<file path="src/rtl/muldiv_sequencer.sv">
// rtl/muldiv_sequencer.sv - iterative MULT/MULTU/DIV/DIVU unit owning the HI/LO pair
module muldiv_sequencer #(
    parameter int WIDTH = 32
) (
    input  logic             clk,
    input  logic             rst,
    input  logic             start,
    input  logic [1:0]       op,
    input  logic [WIDTH-1:0] a,
    input  logic [WIDTH-1:0] b,
    output logic             busy,
    output logic             done,
    output logic             div_by_zero,
    output logic [WIDTH-1:0] hi,
    output logic [WIDTH-1:0] lo
);

    localparam int CW = (WIDTH > 1) ? $clog2(WIDTH) : 1;
    localparam logic [CW-1:0] LAST_STEP = CW'(WIDTH - 1);

    typedef enum logic [1:0] {
        IDLE = 2'd0,
        RUN  = 2'd1,
        FIN  = 2'd2
    } state_t;

    state_t state, state_nx;

    logic [CW-1:0]    cnt;
    logic             is_div;
    logic             neg_q;       // sign of product (mult) or quotient (div)
    logic             neg_r;       // sign of remainder = sign of dividend
    logic [WIDTH-1:0] opnd;        // multiplicand or divisor magnitude
    logic [WIDTH-1:0] acc_hi;      // partial product high half / partial remainder
    logic [WIDTH-1:0] acc_lo;      // multiplier bits / dividend bits shifting into quotient
    logic             dbz;

    // Operand conditioning for launch: magnitudes only for signed ops.
    logic             signed_op;
    logic             sa, sb;
    logic [WIDTH-1:0] a_mag, b_mag;
    logic             div_zero_launch;

    // One iteration of shift-add / restoring shift-subtract, plus sign fix-up.
    logic [WIDTH:0]   mul_sum;
    logic [WIDTH:0]   div_shift;
    logic [WIDTH:0]   div_diff;
    logic             div_ge;
    logic [WIDTH-1:0] step_hi, step_lo;
    logic [2*WIDTH-1:0] prod_fix;
    logic [WIDTH-1:0] fin_hi, fin_lo;

    // Launch-time operand magnitudes and result signs
    always_comb begin
        signed_op       = ~op[0];
        sa              = signed_op & a[WIDTH-1];
        sb              = signed_op & b[WIDTH-1];
        a_mag           = sa ? (~a + 1'b1) : a;
        b_mag           = sb ? (~b + 1'b1) : b;
        div_zero_launch = op[1] && (b == '0);
    end

    // Single datapath step and final sign correction of the step result
    always_comb begin
        mul_sum   = {1'b0, acc_hi} + (acc_lo[0] ? {1'b0, opnd} : '0);
        div_shift = {acc_hi, acc_lo[WIDTH-1]};
        div_ge    = (div_shift >= {1'b0, opnd});
        div_diff  = div_shift - {1'b0, opnd};
        if (is_div) begin
            step_hi = div_ge ? div_diff[WIDTH-1:0] : div_shift[WIDTH-1:0];
            step_lo = {acc_lo[WIDTH-2:0], div_ge};
        end else begin
            step_hi = mul_sum[WIDTH:1];
            step_lo = {mul_sum[0], acc_lo[WIDTH-1:1]};
        end
        prod_fix = neg_q ? (~{step_hi, step_lo} + 1'b1) : {step_hi, step_lo};
        if (is_div) begin
            fin_lo = neg_q ? (~step_lo + 1'b1) : step_lo;
            fin_hi = neg_r ? (~step_hi + 1'b1) : step_hi;
        end else begin
            fin_hi = prod_fix[2*WIDTH-1:WIDTH];
            fin_lo = prod_fix[WIDTH-1:0];
        end
    end

    // Next-state logic
    always_comb begin
        state_nx = state;
        case (state)
            IDLE: begin
                if (start) begin
                    state_nx = div_zero_launch ? FIN : RUN;
                end
            end
            RUN: begin
                if (cnt == LAST_STEP) begin
                    state_nx = FIN;
                end
            end
            FIN:     state_nx = IDLE;
            default: state_nx = IDLE;
        endcase
    end

    // State, datapath and HI/LO registers; HI/LO written on the last step so they are valid with done
    always_ff @(posedge clk) begin
        if (rst) begin
            state  <= IDLE;
            cnt    <= '0;
            is_div <= 1'b0;
            neg_q  <= 1'b0;
            neg_r  <= 1'b0;
            opnd   <= '0;
            acc_hi <= '0;
            acc_lo <= '0;
            dbz    <= 1'b0;
            hi     <= '0;
            lo     <= '0;
        end else begin
            state <= state_nx;
            dbz   <= 1'b0;
            case (state)
                IDLE: begin
                    if (start) begin
                        is_div <= op[1];
                        neg_q  <= sa ^ sb;
                        neg_r  <= sa;
                        opnd   <= op[1] ? b_mag : a_mag;
                        acc_hi <= '0;
                        acc_lo <= op[1] ? a_mag : b_mag;
                        cnt    <= '0;
                        dbz    <= div_zero_launch;
                    end
                end
                RUN: begin
                    acc_hi <= step_hi;
                    acc_lo <= step_lo;
                    cnt    <= cnt + CW'(1);
                    if (cnt == LAST_STEP) begin
                        hi <= fin_hi;
                        lo <= fin_lo;
                    end
                end
                default: begin
                end
            endcase
        end
    end

    // Status outputs decoded from registered state
    always_comb begin
        busy        = (state != IDLE);
        done        = (state == FIN);
        div_by_zero = dbz;
    end

endmodule

</file>
<file path="config.mk">
export PLATFORM = sky130hd
export DESIGN_NAME = muldiv_sequencer
export DESIGN_NICKNAME = d
export VERILOG_FILES = /design/src/rtl/muldiv_sequencer.sv
export SDC_FILE = /design/constraint.sdc
export NUM_CORES = 1
export LEC_CHECK = 0
export BUFFER_PORTS_ARGS = -buffer_cell sky130_fd_sc_hd__buf_2
export CORE_UTILIZATION = 50
export DETAILED_ROUTE_END_ITERATION = 6
export GPL_TIMING_DRIVEN = 0
export PLACE_DENSITY_LB_ADDON = 0.08
export REMOVE_ABC_BUFFERS = 1
export SETUP_SLACK_MARGIN = 0.5
export SYNTH_ARGS = -nofsm -noshare
export SYNTH_HDL_FRONTEND = slang
export SYNTH_SLANG_ARGS = --single-unit
</file>
<file path="constraint.sdc">
create_clock -name clk -period 6 [get_ports clk]
set_clock_uncertainty 0.1 [all_clocks]
set_input_delay 0.3 -clock clk [delete_from_list [all_inputs] [get_ports clk]]
set_output_delay 0.3 -clock clk [all_outputs]
set_load 0.005 [all_outputs]
</file>
==> impl_metrics.toml <==
[synth]
synth-main-ff-cell = "dfxtp_1"
synth_mux_area_share_pct = 3.31
synth_simple_gate_area_share_pct = 26.7
synthArstFlopShare_pct = 0
synth_top_cell_area_share_pct = 22.7
synthDistinctLibCells = 92
syn_area_um2 = 15100
synth_top_family_by_area = "compound AO/OA/AOI/OAI gates"
ys_seq_area_share_pct = 22.7
synth_edf_count = 0
synth_area_leaders = "dfxtp_1 23%, a21oi_1 7.8%, nand2_1 7.1%, nor2_1 5.9%, ha_1 5.8%"
avgSynthCellArea_um2 = 7.08
synth_top_cell_by_area = "dfxtp_1"
synth-compound-area-share_pct = 27.2
yosysMostFrequentCell = "nand2_1"
ys_seq_elements = 171
synth-xor-area-share_pct = 8.54
ys_top_cells_by_count = "286 x nand2_1, 235 x a21oi_1, 235 x nor2_1"
synth_warnings = 0
syn_inst = 2130
synthAdderAreaFrac_pct = 6.08

[drt]
drc_errors = 0
vias_per_cell = 6.25
antenna_left = 0
drt-initial-drc-count = 1608
totalWireLength_um = 51300
wire_per_inst_um = 20.0
dr_total_vias = 16100
dr.pass1.iters = 6

[finish]
stdcell_area_um2 = 16900
finalNonFillerCells = 2571
nets = 2308
drive_gt1_share_pct = 13.9
syn_to_final_growth_pct = 11.9
final_util_pct = 56.9

[critical_path]
critPathLaunchType = "register"
cp_max_fo = 12
r2r_cells = 22
worst-setup-path-type = "reg -> reg"
critPathRequiredTime_ns = 6.25
cp_data_arrival_time_ns = 5.53
crit_path_end_kind = "register"

[power_and_ir_drop]
power.leakage_nw = 6.50
irDropWorstVdd_v = 0.000215
p_per_area_nw_per_um2 = 222

[global_routing]
antenna_found_initial = 1
grt_max_degree = 118
grt_pass1_vias = 14400
grt.overflow.total = 0
grt_usage_pct = 32.8
grt_pass1_wl_um = 79400

[run_status]
status = "finished, final reports clean"

[floorplanning]
ioPinCount = 136
die-width_um = 176
fp.dieH_um = 176
die_area_um2 = 30800
fp-row-count = 63
start_util_pct = 50.8
core_um2 = 29600

[sta]
slew_headroom_pct = 11.5
worst_slack_ns = 0.716
rsz0062_at_grt = "true"
period_share_pct = 88.1
period_minus_slack_ns = 5.28
finalMaxSlewViolations = 0
worstMarginPinSlew_ns = 1.33
finalSetupViolations = 0
max_freq_mhz = 189
hold_viol_final = 0

[clocking]
cts_buffers = 17
clock_sinks = 171
clk_path_buf_depth = 2
cts_tree = "done"
clkTransAtPathRegs_ns = 0.07
cts-root-buf = "clkbuf_16"
htreeDepth = 4
clk_latency_ns = 0.46

[placed_design]
dpl_cell_area_um2 = 15900
placedCellCount = 2525
port_buffers = 135
dp_hpwl_um = 37700
place_ws_ns = -1.50
finalWeightedCongestion = 0.915

[hold_path]
hold_depth = 3
min_path_type = "in -> reg"

[flow_run]
max_cap_violations = 0
[final timing paths]
| check | from | to | slack (ns) |
|---|---|---|---|
| setup / recovery | opnd[29] | hi[30] | 0.72 |
| hold / removal | start | div_by_zero | 0.13 |
| setup reg to reg | opnd[29] | hi[30] | 0.72 |
| hold reg to reg | lo[23] | lo[23] | 0.35 |
[cell families after synthesis]
kind of cell / count (synthesis)
compound gates: 642
xor+xnor: 147
simple gates: 851
mux: 47
buf+inv: 200
flops: 171
fa+ha+maj: 72
[cell type report]
| cell class | instances | area, um^2 |
|---|---|---|
| fillers | 2917 | 12800 |
| multi-input cells | 1760 | 11100 |
| flip-flops and latches | 171 | 3430 |
| repair buffers | 155 | 965 |
| well taps | 390 | 488 |
| clock buffers | 18 | 439 |
| inverters | 62 | 233 |
| clock inverters | 14 | 206 |
| diodes | 1 | 2.50 |
[sequential cells by signal, indices dropped and copies added, names as in the netlist, 2 cells and up]
signal	flops
acc_hi	32
acc_lo	32
hi	32
lo	32
opnd	32
cnt	5
state	2
[metal layers]
layer	part of all wire (%)	track usage, %
met5	0	0
met4	4.6	15.5
met1	45	44.7
met3	7.9	5.58
met2	43	50.0
[layout by cell type, fill, tap and decap left out, types with 27 or more instances in the layout]
cell,n
nand3_1,58
o211ai_1,49
buf_2,133
a211oi_1,27
nor3_1,57
inv_1,60
a21oi_1,229
ha_1,58
and2_1,40
nor2_1,233
dfxtp_1,167
xor2_1,59
o21ai_0,114
nand2_1,284
xnor2_1,88
o31ai_1,27
[stage by stage]
step	TNS (ns)	power [mW]	hold WS, ns
detailed placement	-20.26	2.41	0.344
global placement	-214.89	2.40	0.336
CTS	0	3.69	0.108
finish	0	3.74	0.125
floorplan	-0.0571	2.05	0.269
global route	0	3.92	0.130
[what timing repair did]
| item | in CTS | in global routing |
|---|---|---|
| endpoints found under the setup margin | 39 | 23 |
| endpoints found under the hold margin | 0 | 0 |
| pin swaps | 3 | 9 |
| resized for setup | 15 | 39 |
| gates cloned | 1 | 0 |
| hold buffers | 0 | 0 |
| buffers inserted | 2 | 10 |
[power breakdown]
part | switching [mW] | total [mW] | internal (mW)
Clock | 0.532 | 1.25 | 0.720
Combinational | 0.790 | 1.24 | 0.455
Sequential | 0.0670 | 1.25 | 1.18
Total | 1.39 | 3.74 | 2.35
[critical path: stages (launching register included)]
cell	delay (ns)
dfxtp_1	0.38
inv_1	0.07
ha_1	0.40
nand4b_4	0.23
nor4_4	0.42
a32oi_2	0.18
nand4_1	0.15
buf_4	0.15
nor2_4	0.05
buf_4	0.22
nand2_1	0.11
a31oi_1	0.21
inv_1	0.19
ha_2	0.25
nand2_1	0.06
a21oi_1	0.18
o2111ai_2	0.28
nor4_4	0.49
nand4_1	0.17
nor4_1	0.28
o22ai_1	0.15
and3_1	0.20
nor4_1	0.27
No activity file was read; power rests on OpenSTA's default activity.
